**src/rtl/formula_sweep_pkg.sv**
```systemverilog
// Shared definitions for the formula sweep driver.
// Holds the controller state encoding and the default formula input width.
// Imported by formula_sweep_driver and masked_inc.
package formula_sweep_pkg;

    // Default width of the formula input vector.
    localparam int NUM_IN_DEF = 25;

    // Sweep controller states.
    typedef enum logic [1:0] {
        ST_IDLE = 2'd0,
        ST_RUN  = 2'd1,
        ST_DONE = 2'd2
    } state_e;

endpackage

```
**src/rtl/masked_inc.sv**
```systemverilog
// Masked-subset incrementer: steps the enumerated bits of a vector to the next subset of mask.
// Purely combinational (zero latency); no flow control.
// Ports: cur/mask in, next = ((cur | ~mask) + 1) & mask, wrap = (next == 0).
module masked_inc #(
    parameter int W = formula_sweep_pkg::NUM_IN_DEF
) (
    input  logic [W-1:0] cur,
    input  logic [W-1:0] mask,
    output logic [W-1:0] next,
    output logic         wrap
);

    // Forcing unmasked bits to 1 lets the carry ripple straight across them,
    // so a plain add walks every subset of mask in increasing order.
    // The add is W bits wide, so the carry-out is dropped.
    logic [W-1:0] filled;
    logic [W-1:0] summed;

    always_comb begin
        filled = cur | ~mask;
        summed = filled + W'(1);
        next   = summed & mask;
        wrap   = (next == '0);
    end

endmodule

```
**src/rtl/formula_sweep_driver.sv**
```systemverilog
// Exhaustive sweep driver: enumerates all subsets of sweep_mask over fixed_val, checks f_in each cycle.
// Latency: one evaluation per clock in RUN; verdict appears the cycle after the last evaluation.
// Backpressure: verdict (res_*, fail_vec, eval_count) held in DONE until res_valid & res_ready.
// Ports: clk/rst_n; start/abort control; sweep_mask/fixed_val sampled at start; vec_out drives the
// formula, f_in is its same-cycle result; busy in RUN; res_valid/res_ready verdict handshake.
module formula_sweep_driver
    import formula_sweep_pkg::*;
#(
    parameter int NUM_IN = NUM_IN_DEF,
    parameter int CNT_W  = NUM_IN + 1
) (
    input  logic              clk,
    input  logic              rst_n,
    input  logic              start,
    input  logic              abort,
    input  logic [NUM_IN-1:0] sweep_mask,
    input  logic [NUM_IN-1:0] fixed_val,
    output logic [NUM_IN-1:0] vec_out,
    input  logic              f_in,
    output logic              busy,
    output logic              res_valid,
    input  logic              res_ready,
    output logic              res_fail,
    output logic              res_aborted,
    output logic [NUM_IN-1:0] fail_vec,
    output logic [CNT_W-1:0]  eval_count
);

    state_e            state_q;
    logic [NUM_IN-1:0] mask_q;
    logic [NUM_IN-1:0] fixed_q;
    logic [NUM_IN-1:0] vec_q;
    logic [NUM_IN-1:0] fail_vec_q;
    logic [CNT_W-1:0]  cnt_q;
    logic              fail_q;
    logic              aborted_q;

    // Next subset and the corresponding full vector.
    logic [NUM_IN-1:0] s_cur;
    logic [NUM_IN-1:0] s_d;
    logic [NUM_IN-1:0] vec_d;
    logic              wrap;

    assign s_cur = vec_q & mask_q;

    masked_inc #(
        .W (NUM_IN)
    ) u_inc (
        .cur  (s_cur),
        .mask (mask_q),
        .next (s_d),
        .wrap (wrap)
    );

    assign vec_d = s_d | (fixed_q & ~mask_q);

    always_ff @(posedge clk or negedge rst_n) begin
        if (!rst_n) begin
            state_q    <= ST_IDLE;
            mask_q     <= '0;
            fixed_q    <= '0;
            vec_q      <= '0;
            fail_vec_q <= '0;
            cnt_q      <= '0;
            fail_q     <= 1'b0;
            aborted_q  <= 1'b0;
        end else begin
            case (state_q)
                ST_IDLE: begin
                    if (start) begin
                        state_q   <= ST_RUN;
                        mask_q    <= sweep_mask;
                        fixed_q   <= fixed_val;
                        vec_q     <= fixed_val & ~sweep_mask;
                        cnt_q     <= '0;
                        fail_q    <= 1'b0;
                        aborted_q <= 1'b0;
                    end
                end
                ST_RUN: begin
                    if (abort) begin
                        // The f_in of this cycle is discarded and not counted.
                        state_q   <= ST_DONE;
                        aborted_q <= 1'b1;
                    end else begin
                        cnt_q <= cnt_q + CNT_W'(1);
                        if (!f_in) begin
                            state_q    <= ST_DONE;
                            fail_q     <= 1'b1;
                            fail_vec_q <= vec_q;
                        end else if (wrap) begin
                            // Current vector was the last subset; leave vec_out on it.
                            state_q <= ST_DONE;
                        end else begin
                            vec_q <= vec_d;
                        end
                    end
                end
                ST_DONE: begin
                    if (res_ready) begin
                        state_q <= ST_IDLE;
                    end
                end
                default: begin
                    state_q <= ST_IDLE;
                end
            endcase
        end
    end

    assign vec_out     = vec_q;
    assign busy        = (state_q == ST_RUN);
    assign res_valid   = (state_q == ST_DONE);
    assign res_fail    = fail_q;
    assign res_aborted = aborted_q;
    assign fail_vec    = fail_vec_q;
    assign eval_count  = cnt_q;

endmodule

```
**config.mk**
```make
export PLATFORM = sky130hd
export DESIGN_NAME = formula_sweep_driver
export DESIGN_NICKNAME = d
export VERILOG_FILES = /design/src/rtl/formula_sweep_pkg.sv /design/src/rtl/masked_inc.sv /design/src/rtl/formula_sweep_driver.sv
export SDC_FILE = /design/constraint.sdc
export NUM_CORES = 1
export LEC_CHECK = 0
export BUFFER_PORTS_ARGS = -buffer_cell sky130_fd_sc_hd__buf_4
export CAP_MARGIN = 10
export CORE_MARGIN = 4
export CORE_UTILIZATION = 50
export CTS_CLUSTER_SIZE = 30
export DETAILED_ROUTE_END_ITERATION = 12
export GPL_ROUTABILITY_DRIVEN = 0
export PLACE_DENSITY = 0.74
export SLEW_MARGIN = 20
export SYNTH_ARGS = -nofsm -noshare
export SYNTH_HDL_FRONTEND = slang
export SYNTH_SLANG_ARGS = --single-unit
```
**constraint.sdc**
```tcl
create_clock -name clk -period 3 [get_ports clk]
set_clock_uncertainty 0.2 [all_clocks]
set_input_delay 0.15 -clock clk [delete_from_list [all_inputs] [get_ports clk]]
set_output_delay 0.15 -clock clk [all_outputs]
set_load 0.01 [all_outputs]
```
==> flow_summary.yaml, run 1 <==
status:
  status: "finished with violations"
  violations: "setup timing"
place:
  portBuffers: 135
  hpwl_mm: 12.2
  post_dp_cell_area_um2: 8430
job:
  drv_cap: 0
floorplan:
  ioPinCount: 136
  core_um2: 12700
  initial_utilization_pct: 51.3
  rows: 41
  die_area_um2: 14900
  dieHeight_um: 122
  die_w_um: 122
synthesis:
  synth-seq-cells: 130
  yosysSeqAreaShare_pct: 50.0
  synth-main-ff-cell: "dfrtp_1"
  synth_area_per_cell_um2: 9.75
  yosysWarnings: 0
  syn-num-nets: 725
  synth-edff-count: 0
  postSynthCellCount: 667
  ys_async_sr_fraction_pct: 100
  ys_types: 52
  synth_area_um2: 6500
global_route:
  gr-total-overflow: 0
  grt_max_degree: 103
  grt_pass1_vias: 6317
  grt_pass1_wl_mm: 30.6
  gr-usage-all-layers_pct: 26.3
  grt_antenna_before_repair: 0
worst_setup_path:
  worst-setup-path-type: "flop to flop"
  start_kind: "flop"
  crit_chain: "nor2_2, inv_2, ha_4, xor2_2, a221o_1, a221o_1, nor4_2, nand4b_1, and4bb_4, o21ai_4, buf_12, mux2_4"
  critPathMaxStageDelay_ns: 0.39
  cp-end-kind: "flop"
  arrival_ns: 3.26
  cp_slowest_cell: "dfrtp_1"
  crit_top_cell: "a221o_1"
  required_ns: 3.11
  cp_max_fo: 8
sta:
  layout_setup_ws_ns: -0.150
  relSlewSlack_pct: 36.9
  rsz0062_at_grt: "yes"
  fin_crit_sh_pct: 105
  hold_violations: 0
  setup_viol: 24
  fin_hold_ws_ns: 0.145
  tightestPinTransition_ns: 0.946
  max_freq_ghz: 0.317
  setup-tns-final_ns: -2.53
  fin_crit_ns: 3.15
  slew_viol_final: 0
clock_network:
  clk_latency_ns: 0.43
  cts_tree: "done"
  clock-root-buffer: "clkbuf_16"
  cts_sinks: 130
  cts-buffers-inserted: 17
  htree_levels: 4
  clk_pin_slew_worst_paths_ns: 0.06
  clk_path_buf_depth: 2
drt:
  dr.pass1.iters: 5
  drtIter0Drc: 427
  wirelength_mm: 19.5
  drc_errors: 0
  ant_nets: 0
  vias: 6064
  wire_per_inst_um: 17.1
  vias_per_cell: 5.31
final_layout:
  n_fill_cell: 801
  final_area_um2: 9900
  fin_util_pct: 78.1
  regArea_um2: 3250
  multi_input_area_um2: 3250
  drive_above_1_share_pct: 36.3
  nNetsFinal: 1013
  area_growth_pct: 52.3
pwr:
  power_mw: 10.3
  power_leakage_nw: 4.87
  vdd_drop_max_mv: 0.541
  powerDensity_nw_per_um2: 1040
hold_path:
  worstHoldPathType: "primary input to flop"
## state kept, by name, indices dropped and copies added (netlist names)
register and cells:
fixed_q 25, vec_out 25, mask_q 25, fail_vec 25
state_q 2, res_aborted 1, eval_count 26, res_fail 1
## critical path: cells and delay by family (launching register included)
kind	cells	cell delay (ns)
buf+inv	2	0.27
fa+ha+maj	1	0.18
xor+xnor	1	0.15
flops	1	0.39
simple gates	4	0.85
mux	1	0.30
compound gates	3	0.68
## metal layers
metal | GRT usage (%) | wire, um
met5 | 0 | 0
met4 | 10.4 | 422
met3 | 6.69 | 1180
met2 | 44.8 | 9960
met1 | 32.1 | 7970
## per-stage QoR
step	setup slack, ns	instances
2_1_floorplan	0.00342	667
3_3_place_gp	-0.122	1044
3_5_place_dp	-0.218	1044
4_1_cts	-0.0797	1133
5_1_grt	-0.256	1140
6_report	-0.150	1141
## cell usage after synthesis, drive strengths merged (4+ instances only)
cell	n	area, um^2
nand2	147	552
dfrtp	130	3250
o21ai	45	236
mux2	41	499
nor2	36	135
inv	31	116
nand3	22	128
mux2i	21	210
nand2b	21	131
clkbuf	19	71.3
nand3b	18	135
xnor2	16	140
xor2	16	140
a21oi	15	75.1
nand4	10	62.6
nor2b	10	62.6
nor4	8	65.1
a31oi	7	43.8
buf	5	31.3
nor3	4	20.0
nor3b	4	30.0
o211ai	4	30.0
## cell type report
cell class	count	area share, %
Antenna cell	1	0.0253
Clock buffer	22	4.79
Clock inverter	10	2.05
Inverter	31	1.18
Multi-Input combinational cell	482	32.8
Sequential cell	130	32.9
Tap cell	172	2.17
Timing Repair Buffer	293	24.1
## final timing paths
path,from,end,slack [ns],depth (start not counted)
hold reg to reg,fixed_q[18],fixed_q[18],0.27,2
min in group asynchronous,rst_n,fail_vec[4],0.20,2
hold / removal,start,eval_count[0],0.15,5
setup / recovery,vec_out[0],vec_out[3],-0.15,12
max in group asynchronous,rst_n,fixed_q[13],1.56,3
setup reg to reg,vec_out[0],vec_out[3],-0.15,12
## cells in the final DEF (no fill, tap or decap), types with 16 or more instances in the layout
cell / n
nor2_1: 32
nand3_1: 17
nand3b_1: 18
xnor2_1: 16
dlygate4sd3_1: 54
nand2_1: 145
buf_4: 231
dfrtp_1: 130
o21ai_0: 42
mux2_2: 31
inv_1: 29
mux2i_1: 20
clkbuf_16: 18
## power breakdown
group	switching, mW	internal (mW)
Sequential	0.448	2.41
Clock	0.757	1.62
Combinational	2.50	2.53
## timing repair
| item | in CTS | in global routing |
|---|---|---|
| cloned | 0 | 1 |
| resized for setup | 15 | 19 |
| buffers inserted | 3 | 6 |
| pin swaps | 0 | 2 |
| hold buffers | 54 | 0 |
| endpoints found under the setup margin | 25 | 31 |
| endpoints found under the hold margin | 179 | 0 |
## logic make-up after synthesis
group           after synthesis  share of synthesized area (%)
compound gates               92                           8.87
mux                          62                           10.9
fa+ha+maj                     2                          0.385
buf+inv                      55                           3.37
flops                       130                           50.0
xor+xnor                     32                           4.31
simple gates                294                           22.1
(Power assumes the default switching activity.)
==> inputs of run 2 (changes only) <==
CAP_MARGIN = unset   (was 10)
CORE_ASPECT_RATIO = 1.5   (was unset)
clock period = 2.8 ns   (was 3 ns; I/O delays follow)
==> run 2 against run 1 <==
The run still ends with setup timing left. Via count up 3.4%. Sequential share of layout area decreased by 0.079 points. Cell count is 0.44% higher. Clock power decreased by 11%. Count of clock-buffer cells in the layout is 4 lower. Worst hold slack got worse by 0.097 ns. Final area up 0.24%. Maximum frequency down 2.0%. Flip-flop and latch count is the same. Die area grew 0.26%. Critical path depth is 1 higher. Setup slack worse by 0.26 ns. Largest power group unchanged. Highest routed layer unchanged.
==> flow_summary.yaml, run 2 (synthesis results as in run 1) <==
floorplan:
  die_area_um2: 14900
  dieHeight_um: 148
  ioPinCount: 136
  die_w_um: 101
  initial_utilization_pct: 51.4
  core_um2: 12600
  rows: 50
worst_setup_path:
  worst-setup-path-type: "flop to flop"
  crit_top_cell: "a221o_1"
  cp-end-kind: "flop"
  rr_worst_depth: 13
  reg2reg_from: "vec_out[0]"
  cp_max_fo: 8
  arrival_ns: 3.31
  critPathMaxStageDelay_ns: 0.40
  cp_slowest_cell: "dfrtp_1"
  r2r-end: "vec_out[3]"
  start_kind: "flop"
  crit_chain: "nor2_2, inv_2, ha_4, xor2_2, a221o_1, a221o_1, nor4_2, buf_4, nand4b_1, and4bb_4, o21ai_4, buf_12, mux2_4"
  required_ns: 2.90
  r2r_slack_ns: -0.41
drt:
  wirelength_mm: 20.1
  dr.pass1.iters: 6
  routed-wl-met3_mm: 1.16
  vias_per_cell: 5.47
  wl_met1_mm: 7.38
  vias: 6268
  met2_wirelength_mm: 10.9
  top_layer_used: "met4"
  wire_per_inst_um: 17.5
  drc_errors: 0
  drtIter0Drc: 247
  ant_nets: 0
clock_network:
  cts_sinks: 130
  htree_levels: 4
  cts-buffers-inserted: 17
  clock-root-buffer: "clkbuf_16"
  clk_latency_ns: 0.42
  clk_path_buf_depth: 2
  cts_tree: "done"
  clk_pin_slew_worst_paths_ns: 0.06
global_route:
  grt_max_degree: 79
  grt_pass1_vias: 6672
  grt_antenna_before_repair: 0
  gr-total-overflow: 0
  gr-usage-all-layers_pct: 26.7
  grt_pass1_wl_mm: 31.6
final_layout:
  insertedDiodeCount: 0
  nNetsFinal: 1035
  largest_reg_flops: 26
  final_common_cell: "buf_4"
  area_growth_pct: 52.6
  fin_cells: 1146
  layout_common_cells: "buf_4 (251), nand2_1 (147), dfrtp_1 (130)"
  drive_above_1_share_pct: 37.4
pwr:
  power_mw: 10.8
  vdd_drop_max_mv: 0.592
  power_leakage_nw: 4.90
  powerDensity_nw_per_um2: 1080
sta:
  fin_crit_ns: 3.21
  hold_violations: 0
  setup-tns-final_ns: -9.70
  relSlewSlack_pct: 44.2
  layout_setup_ws_ns: -0.414
  max_freq_ghz: 0.311
  rsz0062_at_grt: "yes"
  tightestPinTransition_ns: 0.838
  slew_viol_final: 0
  fin_crit_sh_pct: 115
  setup_viol: 27
place:
  portBuffers: 135
  dp_slack_ns: -0.472
  dp_cells: 1051
  hpwl_mm: 13.3
job:
  drv_cap: 0
status:
  status: "finished with violations"
  violations: "setup timing"
hold_path:
  hold_depth: 4
  worstHoldPathType: "primary input to flop"
  min_from: "abort"
  hold_path_end: "eval_count[1]"
-- run 2: cell count changes in the layout (fill, tap and decap cells not counted), sizes merged --
| cell | change |
|---|---|
| bufinv | -5 |
| buf | +22 |
| diode | -1 |
| inv | +4 |
| clkinvlp | +2 |
| clkinv | +3 |
| clkbuf | -4 |
-- run 2: worst max path at each step --
stage	from	end	slack [ns]
5_1_grt	vec_out[0]	vec_out[5]	-0.56
6_report	vec_out[0]	vec_out[3]	-0.41
3_3_place_gp	mask_q[0]	vec_out[13]	-0.31
2_1_floorplan	vec_out[9]	vec_out[0]	-0.19
4_1_cts	vec_out[0]	vec_out[3]	-0.35
3_5_place_dp	mask_q[0]	vec_out[2]	-0.47
-- run 2: final cells by class --
| class | instances | area (um^2) |
|---|---|---|
| multi-input cells | 482 | 3230 |
| flip-flops and latches | 130 | 3250 |
| repair buffers | 315 | 2560 |
| clock inverters | 14 | 129 |
| inverters | 31 | 116 |
| clock buffers | 18 | 439 |
| fillers | 781 | 2720 |
| well taps | 156 | 195 |
-- run 2: timing repair --
action | in CTS | in global routing
gates resized for setup | 13 | 16
hold buffers | 54 | 0
setup buffers | 5 | 4
pin swaps | 2 | 3
gates cloned | 0 | 1
endpoints found under the setup margin | 29 | 33
endpoints found under the hold margin | 134 | 0
-- run 2: metal layers --
metal  global-route usage, %  vias up
met5                       0        -
met2                    49.3      235
li1                        -     2906
met4                    12.0        0
met1                    28.4     3068
met3                    5.43       59
-- run 2: report_power, final --
group | switching (mW) | internal, mW | leakage, nW
registers | 0.442 | 2.58 | 1.67
logic | 2.74 | 2.87 | 2.96
clock network | 0.874 | 1.25 | 0.273
total | 4.06 | 6.70 | 4.90
-- run 2: critical path, delay by kind of cell, from the launching register on --
family          cells  cell delay [ns]
fa+ha+maj           1             0.18
buf+inv             3             0.43
flops               1             0.40
xor+xnor            1             0.15
compound gates      3             0.67
simple gates        4             0.78
mux                 1             0.30
-- run 2: stage by stage --
step                hold WS, ns  area (um^2)  util, %
floorplan                -0.356         6570        -
global placement        -0.0569         8580     67.9
detailed placement      -0.0438         8580     67.9
CTS                      0.0428         9800     77.6
global route             0.0759         9920     78.5
finish                   0.0482         9920     78.5
==> inputs of run 3 (changes only) <==
CORE_UTILIZATION = 30   (was 50)
GPL_ROUTABILITY_DRIVEN = 1   (was 0)
PLACE_DENSITY = 0.48   (was 0.74)
SLEW_MARGIN = 40   (was 20)
==> run 3 against run 2 <==
The flow still finishes with violations (setup timing). Setup slack lost 0.047 ns. Sequential share of layout area shrank 0.45 points. Final area grew 1.4%. Die area grew 62%. Combinational power shrank 2%. Maximum frequency shrank 1.4%. Power shrank 0.17%. Global-route usage shrank 9.4 points. Non-clock buffer count shrank 4. Register-to-register slack lost 0.05 ns. Cell count grew 9.4%. Largest cell class unchanged.
==> flow_summary.yaml, run 3 (synthesis results as in run 1) <==
worst_setup_path:
  crit_top_cell: "a221o_1"
  critPathMaxStageDelay_ns: 0.38
  start_kind: "flop"
  arrival_ns: 3.36
  required_ns: 2.90
  cp-end-kind: "flop"
  crit_chain: "nor2_2, inv_2, ha_4, xor2_2, a221o_1, a221o_1, nor4_4, buf_4, nand4b_1, and4bb_4, o21ai_4, buf_12, mux2_4"
  worst-setup-path-type: "flop to flop"
  cp_slowest_cell: "dfrtp_1"
  cp_max_fo: 7
pwr:
  powerDensity_nw_per_um2: 1070
  vdd_drop_max_mv: 0.448
  power_leakage_nw: 4.89
final_layout:
  final_common_cell: "buf_4"
  n_fill_cell: 2022
  layout_common_cells: "buf_4 (248), nand2_1 (147), dfrtp_1 (130)"
  nNetsFinal: 1031
  insertedDiodeCount: 0
  regArea_um2: 3250
  area_growth_pct: 54.8
  multi_input_area_um2: 3220
  largest_reg_flops: 26
  drive_above_1_share_pct: 36.5
drt:
  drc_errors: 0
  wire_per_inst_um: 16.2
  ant_nets: 0
  drtIter0Drc: 182
  dr.pass1.iters: 4
  wirelength_mm: 20.3
  vias_per_cell: 4.71
  vias: 5911
clock_network:
  clock-root-buffer: "clkbuf_16"
  clk_latency_ns: 0.42
  cts-buffers-inserted: 17
  clk_pin_slew_worst_paths_ns: 0.06
  cts_tree: "done"
  htree_levels: 4
  clk_path_buf_depth: 2
  cts_sinks: 130
place:
  hpwl_mm: 14.5
  routabilityCongestion: 0.868
  portBuffers: 135
  dp_slack_ns: -0.600
sta:
  tightestPinTransition_ns: 0.613
  fin_crit_sh_pct: 116
  slew_viol_final: 0
  relSlewSlack_pct: 59.1
  hold_violations: 0
  layout_setup_ws_ns: -0.461
  rsz0062_at_grt: "yes"
  setup_viol: 27
  fin_crit_ns: 3.26
  setup-tns-final_ns: -10.87
  max_freq_ghz: 0.307
floorplan:
  die_w_um: 128
  die_area_um2: 24100
  core_um2: 21100
  dieHeight_um: 188
  initial_utilization_pct: 30.7
  ioPinCount: 136
  rows: 65
hold_path:
  worstHoldPathType: "primary input to asynchronous set/reset pin"
job:
  drv_cap: 0
global_route:
  grt_pass1_vias: 6395
  gr-usage-all-layers_pct: 17.3
  grt_pass1_wl_mm: 32.9
  gr-total-overflow: 0
  grt_max_degree: 79
  grt_antenna_before_repair: 0
status:
  status: "finished with violations"
  violations: "setup timing"
## run 3: changes by cell type in the layout (fill, tap and decap cells not counted), moves of 2 or more
cell and change:
nor2_1 -2, bufinv_16 +2, buf_6 -2, inv_6 -4, nor2_2 +2, clkinv_4 -3, clkbuf_1 +3, buf_4 -3
## run 3: worst max-delay path: cells and delay by family (launching register included)
kind | cells | cell delay [ns]
AOI/OAI and AO/OA | 3 | 0.71
xor gates and xnor gates | 1 | 0.15
adders and majority gates | 1 | 0.18
buffers and inverters | 3 | 0.44
DFF | 1 | 0.38
muxes | 1 | 0.29
and+or+nand+nor | 4 | 0.79
## run 3: cell type report
type                            instances  area share, %
Tap cell                              268           3.33
Sequential cell                       130           32.3
Timing Repair Buffer                  311           25.2
Clock buffer                           22           4.61
Clock inverter                         10           1.32
Multi-Input combinational cell        482           32.0
Inverter                               31           1.16
## run 3: final timing paths
kind / start / endpoint / slack (ns) / cells past startpoint
max: vec_out[0] / vec_out[21] / -0.46 / 13
min: rst_n / fail_vec[20] / 0.05 / 2
max reg2reg: vec_out[0] / vec_out[21] / -0.46 / 13
min reg2reg: fixed_q[17] / fixed_q[17] / 0.27 / 2
max in group asynchronous: rst_n / res_aborted / 1.42 / 3
min in group clk: start / eval_count[0] / 0.23 / 5
## run 3: per-layer routing
| metal | global-route usage, % | share of wire [%] |
|---|---|---|
| met1 | 19.3 | 40 |
| met2 | 31.7 | 54 |
| met3 | 4.00 | 3.7 |
| met4 | 5.80 | 1.9 |
| met5 | 0 | 0 |
## run 3: power by group
group          switching (mW)  internal, mW  total [mW]  leakage (nW)
Sequential              0.405          2.58        2.99          1.67
Combinational            2.64          2.84        5.48          2.94
Clock                   0.835          1.44        2.28         0.286
Total                    3.88          6.86        10.7          4.89
## run 3: through the flow
| step | util, % | power (mW) | area (um^2) | cells | hold slack [ns] |
|---|---|---|---|---|---|
| floorplan | - | 5.58 | 6570 | 667 | -0.356 |
| global placement | 41.3 | 8.10 | 8730 | 1162 | -0.0520 |
| detailed placement | 41.3 | 8.21 | 8730 | 1162 | -0.0402 |
| CTS | 47.2 | 10.8 | 9980 | 1251 | 0.0726 |
| global route | 47.6 | 11.5 | 10100 | 1254 | 0.0946 |
| finish | 47.6 | 10.7 | 10100 | 1254 | 0.0455 |
## run 3: repair_timing
action	CTS	global route
hold buffers	54	0
buffers inserted	2	4
resized for setup	12	12
pin swaps	1	2
hold endpoints to repair	147	0
endpoints found under the setup margin	30	35
gates cloned	1	0
